<file path="config.mk">
export PLATFORM = sky130hd
export DESIGN_NAME = vpu_addsub_seq
export DESIGN_NICKNAME = d
export VERILOG_FILES = /design/src/rtl/vpu_pkg.sv /design/src/rtl/vpu_ripple_add32.sv /design/src/rtl/vpu_sm_to_tc.sv /design/src/rtl/vpu_addsub_seq.sv
export SDC_FILE = /design/constraint.sdc
export NUM_CORES = 1
export LEC_CHECK = 0
export CORE_MARGIN = 2
export CORE_UTILIZATION = 40
export CTS_BUF_LIST = sky130_fd_sc_hd__clkbuf_2 sky130_fd_sc_hd__clkbuf_4 sky130_fd_sc_hd__clkbuf_8
export CTS_CLUSTER_DIAMETER = 80
export CTS_CLUSTER_SIZE = 16
export DETAILED_ROUTE_END_ITERATION = 10
export PLACE_DENSITY = 0.68
export SYNTH_ARGS = -nofsm -noshare
export SYNTH_HDL_FRONTEND = slang
export SYNTH_SLANG_ARGS = --single-unit
</file>
<file path="constraint.sdc">
create_clock -name clk -period 20.6 [get_ports clk]
set_input_delay 4.12 -clock clk [delete_from_list [all_inputs] [get_ports clk]]
set_output_delay 4.12 -clock clk [all_outputs]
set_load 0.02 [all_outputs]
</file>
<file path="src/rtl/vpu_pkg.sv">
`default_nettype none
// ============================================================================
// Module      : vpu_pkg
// Description : Shared types and constants for the VPU add/sub sequencer.
// Revision    : 1.0 - initial release
// ============================================================================
package vpu_pkg;

    typedef logic [32:0] sm33_t;

    typedef enum logic [1:0] {
        IDLE = 2'd0,
        RUN  = 2'd1,
        DONE = 2'd2
    } seq_state_t;

    localparam logic [31:0] SAT_MAG = 32'h7FFF_FFFF;

endpackage
`default_nettype wire

</file>
<file path="src/rtl/vpu_ripple_add32.sv">
`default_nettype none
// ============================================================================
// Module      : vpu_ripple_add32
// Description : 32-bit ripple-carry adder.
// Revision    : 1.0 - initial release
// ============================================================================
module vpu_ripple_add32 (
    input  logic [31:0] a,
    input  logic [31:0] b,
    input  logic        cin,
    output logic [31:0] sum,
    output logic        cout
);

    logic [32:0] w_c;

    assign w_c[0] = cin;

    for (genvar i = 0; i < 32; i++) begin : g_bit
        assign sum[i]   = a[i] ^ b[i] ^ w_c[i];
        assign w_c[i+1] = (a[i] & b[i]) | (w_c[i] & (a[i] ^ b[i]));
    end

    assign cout = w_c[32];

endmodule
`default_nettype wire

</file>
<file path="src/rtl/vpu_sm_to_tc.sv">
`default_nettype none
// ============================================================================
// Module      : vpu_sm_to_tc
// Description : Sign-magnitude to 32-bit two's-complement conversion with an
//               unrepresentable-magnitude flag.
// Revision    : 1.0 - initial release
// ============================================================================
module vpu_sm_to_tc (
    input  logic        sign,
    input  logic [31:0] mag,
    output logic [31:0] tc,
    output logic        ovf
);

    assign tc  = sign ? (~mag + 32'd1) : mag;
    // A -0 input converts to 0 and is not flagged.
    assign ovf = (tc[31] != sign) && (mag != 32'd0);

endmodule
`default_nettype wire

</file>
<file path="src/rtl/vpu_addsub_seq.sv">
`default_nettype none
// ============================================================================
// Module      : vpu_addsub_seq
// Description : Streams one vector add/sub command through a shared ripple
//               adder, one sign-magnitude element per cycle.
//               Optional saturation on overflow: define VPU_ADDSUB_SAT_EN.
// Revision    : 1.0 - initial release
// ============================================================================
module vpu_addsub_seq
    import vpu_pkg::*;
#(
    parameter int LEN_W = 8
) (
    input  logic             clk,
    input  logic             rst,
    input  logic             cmd_valid,
    output logic             cmd_ready,
    input  logic             cmd_sub,
    input  logic [LEN_W-1:0] cmd_len,
    input  logic             op_valid,
    output logic             op_ready,
    input  logic [32:0]      op_a,
    input  logic [32:0]      op_b,
    output logic             res_valid,
    input  logic             res_ready,
    output logic [32:0]      res_data,
    output logic             res_ovf,
    output logic             done,
    output logic             ovf_sticky
);

    seq_state_t       r_state;
    logic [LEN_W-1:0] r_rem;
    logic             r_sub;

    logic        w_ac;
    logic        w_bc;
    logic [31:0] w_ta;
    logic [31:0] w_tb;
    logic        w_ovf_a;
    logic        w_ovf_b;
    logic [31:0] w_sum;
    logic        w_cout;
    logic        w_c31;
    logic        w_ovf;
    logic [31:0] w_mag;
    sm33_t       w_res;
    logic        w_op_fire;
    logic        w_res_fire;

    assign w_ac = op_a[32];
    assign w_bc = op_b[32] ^ r_sub;

    vpu_sm_to_tc u_conv_a (
        .sign (w_ac),
        .mag  (op_a[31:0]),
        .tc   (w_ta),
        .ovf  (w_ovf_a)
    );

    vpu_sm_to_tc u_conv_b (
        .sign (w_bc),
        .mag  (op_b[31:0]),
        .tc   (w_tb),
        .ovf  (w_ovf_b)
    );

    vpu_ripple_add32 u_add (
        .a    (w_ta),
        .b    (w_tb),
        .cin  (1'b0),
        .sum  (w_sum),
        .cout (w_cout)
    );

    // Carry into the MSB recovered from the MSB sum bit.
    assign w_c31 = w_sum[31] ^ w_ta[31] ^ w_tb[31];
    assign w_ovf = w_ovf_a | w_ovf_b | (w_c31 ^ w_cout);
    assign w_mag = w_sum[31] ? (~w_sum + 32'd1) : w_sum;

`ifdef VPU_ADDSUB_SAT_EN
    logic w_sat_sign;
    assign w_sat_sign = (w_ac == w_bc) ? w_ac : w_sum[31];
    assign w_res      = w_ovf ? {w_sat_sign, SAT_MAG} : {w_sum[31], w_mag};
`else
    assign w_res      = {w_sum[31], w_mag};
`endif

    assign cmd_ready  = (r_state == IDLE);
    assign done       = (r_state == DONE);
    assign op_ready   = (r_state == RUN) && (r_rem != '0) && (!res_valid || res_ready);
    assign w_op_fire  = op_valid && op_ready;
    assign w_res_fire = res_valid && res_ready;

    always_ff @(posedge clk) begin
        if (rst) begin
            r_state    <= IDLE;
            r_rem      <= '0;
            r_sub      <= 1'b0;
            res_valid  <= 1'b0;
            res_data   <= '0;
            res_ovf    <= 1'b0;
            ovf_sticky <= 1'b0;
        end else begin
            case (r_state)
                IDLE: begin
                    if (cmd_valid) begin
                        r_sub      <= cmd_sub;
                        r_rem      <= cmd_len;
                        ovf_sticky <= 1'b0;
                        r_state    <= (cmd_len == '0) ? DONE : RUN;
                    end
                end
                RUN: begin
                    // A load may replace a result being accepted this cycle.
                    if (w_op_fire) begin
                        res_data  <= w_res;
                        res_ovf   <= w_ovf;
                        res_valid <= 1'b1;
                        r_rem     <= r_rem - LEN_W'(1);
                        if (w_ovf) begin
                            ovf_sticky <= 1'b1;
                        end
                    end else if (w_res_fire) begin
                        res_valid <= 1'b0;
                    end
                    if ((r_rem == '0) && w_res_fire) begin
                        r_state <= DONE;
                    end
                end
                DONE: begin
                    r_state <= IDLE;
                end
                default: begin
                    r_state <= IDLE;
                end
            endcase
        end
    end

endmodule
`default_nettype wire

</file>
* Word-level counts from Yosys, hierarchy flattened
Cells that the tools add are included.
Word-level totals: register bits after elaboration 47, bits of input ports 80
Cells by class: $add $sub $neg 4, equal/unequal tests 8, muxes and demuxes 16, reduce and logical (&&, ||, !) cells 23, bitwise gates (word level) 166
Operators by type and width (number):
- adder 32 x 1 -> 32 bit (second input constant) | 3
- 2-to-1 mux 32 bit | 3
- NOT 32 bit | 3
- bitwise XOR 1 bit | 67
- nonzero test 32 bit | 2
- AND 1 bit | 63
- OR 1 bit | 33
- logical NOT 8 bit | 2
- 2-to-1 mux 8 bit | 2
- one-hot mux 8 bit (2 select lines) | 1
- AND reduction 2 bit | 4
- nonzero test 8 bit | 1
- subtractor 8 x 1 -> 8 bit (second input constant) | 1
- logical AND 1 bit | 7
- 2-to-1 mux 2 bit | 3
- != test 2 bit (second input constant) | 3
- 2-to-1 mux 1 bit | 5
- one-hot mux 2 bit (2 select lines) | 1
- AND reduction 4 bit | 1
- nonzero test 2 bit | 2
- AND reduction 3 bit | 1
- equality test 2 x 1 -> 1 bit (second input constant) | 1
- equality test 2 bit (second input constant) | 1
- logical NOT 2 bit | 1
- 5 further kinds | 6

* Logic depth before layout (Yosys ltp)
depth in word-level cells 72, mapped depth 42, gate-level depth less buffers 41

* Hierarchy
A second synthesis with hierarchy kept.
Second synthesis, totals: cell total of the unflattened synthesis 587, area total of the unflattened synthesis 5046.1 um2
Modules (own cells, without submodules):
- vpu_addsub_seq | seq. area each 940.9 um2, cells each 325, times used 1, area each 2761.4 um2
- vpu_sm_to_tc | seq. area each 0.0 um2, cells each 110, times used 2, area each 803.3 um2
- vpu_ripple_add32 | seq. area each 0.0 um2, cells each 42, times used 1, area each 678.2 um2

* Worst setup path after synthesis
Ideal clock, no wire load.
path type input-to-reg, start input op_b[32], end register res_ovf, required time 20456 ps, slack 3161 ps, stages 41, buffers on the path 2, arrival time 17294 ps, path through xor2_1 -> clkbuf_1 -> o21ai_0 -> fa_1 -> fa_1 -> fa_1 -> fa_1 -> fa_1 -> fa_1 -> fa_1 -> fa_1 -> fa_1 -> fa_1 -> fa_1 -> fa_1 -> fa_1 -> fa_1 -> fa_1 -> [... 5 more ...] -> fa_1 -> fa_1 -> fa_1 -> fa_1 -> fa_1 -> fa_1 -> fa_1 -> fa_1 -> fa_1 -> inv_1 -> fa_1 -> fa_1 -> clkbuf_1 -> xor2_1 -> xnor2_1 -> xnor2_1 -> xnor2_1 -> a311oi_2
Between the ends: cells in the longest elaborated chain, start to end 68, elaborated cells on any way between the ends 135, classes of those cells eq/ne: 1; mux: 1; bitwise: 132; reduce/logical: 1
Ends and longest elaborated chain:
- from (decl) | line vpu_addsub_seq.sv:23 | input logic [32:0] op_b,
- bitwise XOR 1 bit * | line vpu_addsub_seq.sv:52 | assign w_bc = op_b[32] ^ r_sub;
- 2-to-1 mux 32 bit | line vpu_sm_to_tc.sv:15 | assign tc = sign ? (~mag + 32'd1) : mag;
- AND 1 bit / bitwise XOR 1 bit (equally long branches) | line vpu_ripple_add32.sv:21 | assign w_c[i+1] = (a[i] & b[i]) | (w_c[i] & (a[i] ^ b[i]));
- AND 1 bit | line vpu_ripple_add32.sv:21
- OR 1 bit | line vpu_ripple_add32.sv:21
- AND 1 bit | line vpu_ripple_add32.sv:21
- OR 1 bit | line vpu_ripple_add32.sv:21
- AND 1 bit | line vpu_ripple_add32.sv:21
- [... 51 more ...]
- AND 1 bit | line vpu_ripple_add32.sv:21
- OR 1 bit | line vpu_ripple_add32.sv:21
- AND 1 bit | line vpu_ripple_add32.sv:21
- OR 1 bit | line vpu_ripple_add32.sv:21
- bitwise XOR 1 bit | line vpu_ripple_add32.sv:20 | assign sum[i] = a[i] ^ b[i] ^ w_c[i];
- bitwise XOR 1 bit (2 in a row) | line vpu_addsub_seq.sv:77 | assign w_c31 = w_sum[31] ^ w_ta[31] ^ w_tb[31];
- bitwise XOR 1 bit | line vpu_addsub_seq.sv:78 | assign w_ovf = w_ovf_a | w_ovf_b | (w_c31 ^ w_cout);
- OR 1 bit * | line vpu_addsub_seq.sv:78
- to (signal assigned) | line vpu_addsub_seq.sv:118 | res_ovf <= w_ovf;
- to (decl) | line vpu_addsub_seq.sv:27 | output logic res_ovf,
Mark *: on every way between the ends. The rest lies on a longest branch, timed or not. A chain may end at the register's enable or synchronous reset.

* Final worst setup path
start input op_a[0], end register res_ovf
Between the ends: cells in the longest elaborated chain, start to end 69, elaborated cells on any way between the ends 137, classes of those cells add/sub: 1; eq/ne: 1; mux: 1; bitwise: 132; reduce/logical: 2
Ends and longest elaborated chain:
- from (decl) | line vpu_addsub_seq.sv:22 | input logic [32:0] op_a,
- NOT 32 bit | line vpu_sm_to_tc.sv:15
- adder 32 x 1 -> 32 bit | line vpu_sm_to_tc.sv:15
- 2-to-1 mux 32 bit | line vpu_sm_to_tc.sv:15
- AND 1 bit / bitwise XOR 1 bit (equally long branches) | line vpu_ripple_add32.sv:21
- AND 1 bit | line vpu_ripple_add32.sv:21
- OR 1 bit | line vpu_ripple_add32.sv:21
- AND 1 bit | line vpu_ripple_add32.sv:21
- OR 1 bit | line vpu_ripple_add32.sv:21
- [... 52 more ...]
- AND 1 bit | line vpu_ripple_add32.sv:21
- OR 1 bit | line vpu_ripple_add32.sv:21
- AND 1 bit | line vpu_ripple_add32.sv:21
- OR 1 bit | line vpu_ripple_add32.sv:21
- bitwise XOR 1 bit | line vpu_ripple_add32.sv:20
- bitwise XOR 1 bit (2 in a row) | line vpu_addsub_seq.sv:77
- bitwise XOR 1 bit | line vpu_addsub_seq.sv:78
- OR 1 bit * | line vpu_addsub_seq.sv:78
Marks and branches as above.

==> results.tsv <==
stage	metric	value	unit
timing	Final period util	0.904	
critical_path	Crit Path Class	in -> reg	
global_route	global route overflow	0	
synthesis	Mapped Area	0.00460	mm^2
power	Static Leak	2.01	nW
synthesis	top cells by count, synth	xnor2_1, nor2_1, dfxtp_1	
drt	WL per Instance	15.0	um
drt	Via density	5.46	
global_route	met2 Usage GRT	0.306	
cts	clk slew on worst S/H paths	0.08	ns
timing	final count of hold timing violations	0	
cts	post_cts resized	0	
final_layout	area grow syn2layout	30.5	%
timing	Max Fclk	53.7	MHz
critical_path	most frequent CP cell	fa_1	
power	Pwr Density	78.4	mW/mm^2
cts	Clock Path Buffers	2	
drt	DR DRC count	0	
floorplanning	IO Count	119	
timing	Slew HR	0.260	
timing	Slew @ Worst Pin	1.11	ns
cts	Post-CTS Setup Repair Bufs	0	
critical_path	slowest stage cell, crit path	fa_1	
power	Clk pwr share	0.130	
power	Int Power	274	uW
power	sequential power share	0.226	
critical_path	crit path max fanout	33	
synthesis	Mapped Avg Cell Area	8.19	um^2
synthesis	top cell type by total area after synthesis	dfxtp_1	
synthesis	cell with the most instances after synthesis	xnor2_1	
power	Sw Ratio	0.417	
drt	final WL	12100	um
final_layout	Post-Layout Cell Count	809	
global_route	first-pass GRT wire length	19700	um
timing	fin worst setup slack	1.98	ns
synthesis	Compound-Gate Fraction of Synth Area	0.209	
final_layout	fraction of layout instances using a drive strength above 1	0.0420	
critical_path	Worst EP arrival	18.77	ns
synthesis	largest family of logic cells by synthesized area	compound AO/OA/AOI/OAI gates	
floorplanning	Die Height	111	um
drt	DR pass1 iterations	4	
critical_path	startpoint types	primary input	
cts	CTS tree	built	
power	combinational power share	0.643	
synthesis	register area share after synthesis	0.205	
drt	DRT iter0 DRCs	213	
global_route	largest net degree at the start of global routing	69	
global_route	total track usage	0.190	
cts	Num CTS Buffers	5	
timing	Final TNS setup	0	ns
power	net switching power	197	uW
timing	RSZ-0062 raised after global routing	false	
synthesis	Synth Area in XOR/XNOR	0.182	
cts	htree depth	2	
place	detailed placement HPWL	10100	um
synthesis	ys flop type	dfxtp_1	
synthesis	Synth Area in Simple Gates	0.208	
final_layout	Nets	782	
drt	via count	4417	
final_layout	Ant. Diodes	0	
synthesis	mux cell area share after synthesis	0.00680	
cts	worst skew pair latency	0.30	ns
global_route	vias in the first global route	4228	
place	worst slack, placed	1.69	ns
run	Max Cap Viol	0	
synthesis	EDFF count, synth	0	
power	total power	471	uW
synthesis	ys async rst share	0	
power	Max VDD drop	0.0338	mV
synthesis	Synth Area in Adders	0.151	
synthesis	Cells after Synth	562	
floorplanning	floorplan row count	39	
critical_path	Critical Path End Type	register	
final_layout	fill cell count	1060	
global_route	met3 Track Usage GR	0.0175	
critical_path	CP Data Required Time	20.75	ns
drt	post-route ant nets	0	
min_path	Hold WC Path Type	reg -> reg	
timing	Final Skew	0.00828	ns
cts	clk sink count	47	
final_layout	final core occ	0.530	
place	dpl cells	801	
place	I/O Buffers	118	
cts	Root Driver	clkbuf_8	
floorplanning	initial core utilization	0.406	
global_route	met1 GRT Util	0.271	
floorplanning	die width	111	um
critical_path	CP peak stage delay	0.81	ns
timing	Final setup viols	0	
timing	Final Slew Violations	0	
synthesis	post-synth net total	679	
cts	CTS hold repair buffers	0	
place	routability cong.	0.913	
timing	min Tclk post-route	18.62	ns
final_layout	register area	941	um^2
floorplanning	die area	0.0124	mm^2
synthesis	synth unique cells	54	
synthesis	synth warn	0	
floorplanning	core area	0.0113	mm^2
final_layout	footprint of the multi-input gates	0.00349	mm^2
outcome	status	finished, final reports clean	
synthesis	Area contributors post-synth	dfxtp_1, xnor2_1, fa_1, nor2_1, a211oi_1	
synthesis	Synth top area share	0.205	
synthesis	Synth Register Bits	47	
global_route	most used routing layer	met2	
global_route	initial antenna violation count	0	
-- path summary, 6_finish.rpt --
check | start | end | slack (ns) | depth (start not counted)
worst min register to register | res_data[30] | res_data[30] | 0.46 | 2
worst min-delay path | res_data[30] | res_data[30] | 0.46 | 2
worst max register to register | r_sub | res_ovf | 5.94 | 40
worst max-delay path | op_a[0] | res_ovf | 1.98 | 42
-- kinds of logic after synthesis --
group | Yosys count
AND/OR/NAND/NOR | 190
buffers and inverters | 46
AO/OA/AOI/OAI | 144
adder cells (fa/ha/maj) | 37
XOR/XNOR | 95
multiplexers | 3
flip-flops | 47
-- flip-flops by register name, indices dropped and copies added (netlist names) --
name,cells
res_valid,1
r_rem,8
res_data,33
r_sub,1
r_state,2
ovf_sticky,1
res_ovf,1
-- critical path, delay by kind of cell --
kind            cells  cell delay (ns)
fa+ha+maj          32            12.74
simple gates        1             0.06
buf+inv             3             0.69
xor+xnor            4             0.89
compound gates      2             0.23
-- layer usage --
metal  up-vias  wire length (um)
li1       2220                 -
met1      2037              5810
met2       143              5410
met3        17               671
met4         0               221
met5         -                 0
-- placed cells by master, fill, tap and decap left out, drive strengths merged, types with 2 or more instances in the layout --
master         instances
and2                   3
dfxtp                 47
nand2                 38
o31ai                 16
clkdlybuf4s50        118
nand3                  5
xnor2                 74
fa                    31
or4                    8
ha                     6
a31oi                 13
nand4b                 3
clkbuf                 8
nor4                  15
inv                   19
buf                    5
nor2b                  4
nor2                  72
or3                    5
o41ai                  5
a41oi                  8
or2                    4
nand2b                 4
nor4b                  4
nor3                  17
mux2i                  2
o21ai                 27
a211oi                32
a21oi                 34
xor2                  21
and4bb                 2
-- power by group through the flow --
stage          clock (mW)  sequential [mW]  combinational [mW]
6_report           0.0614            0.107               0.303
5_1_grt            0.0667            0.108               0.334
4_1_cts            0.0633            0.107               0.303
3_5_place_dp            0            0.109               0.303
3_3_place_gp            0            0.108               0.295
2_1_floorplan           0            0.115               0.216
-- final cells by class --
cell class,instances,area share
well taps,143,0.0298
inverters,19,0.0119
repair buffers,123,0.203
multi-input cells,469,0.581
flip-flops and latches,47,0.157
clock buffers,8,0.0173
-- per-stage QoR --
stage | hold WS (ns) | area [um^2]
2_1_floorplan | 0.445 | 4600
3_3_place_gp | 0.455 | 5900
3_5_place_dp | 0.453 | 5900
4_1_cts | 0.465 | 6000
5_1_grt | 0.503 | 6000
6_report | 0.462 | 6000
Power figures use the tool's default switching activity.
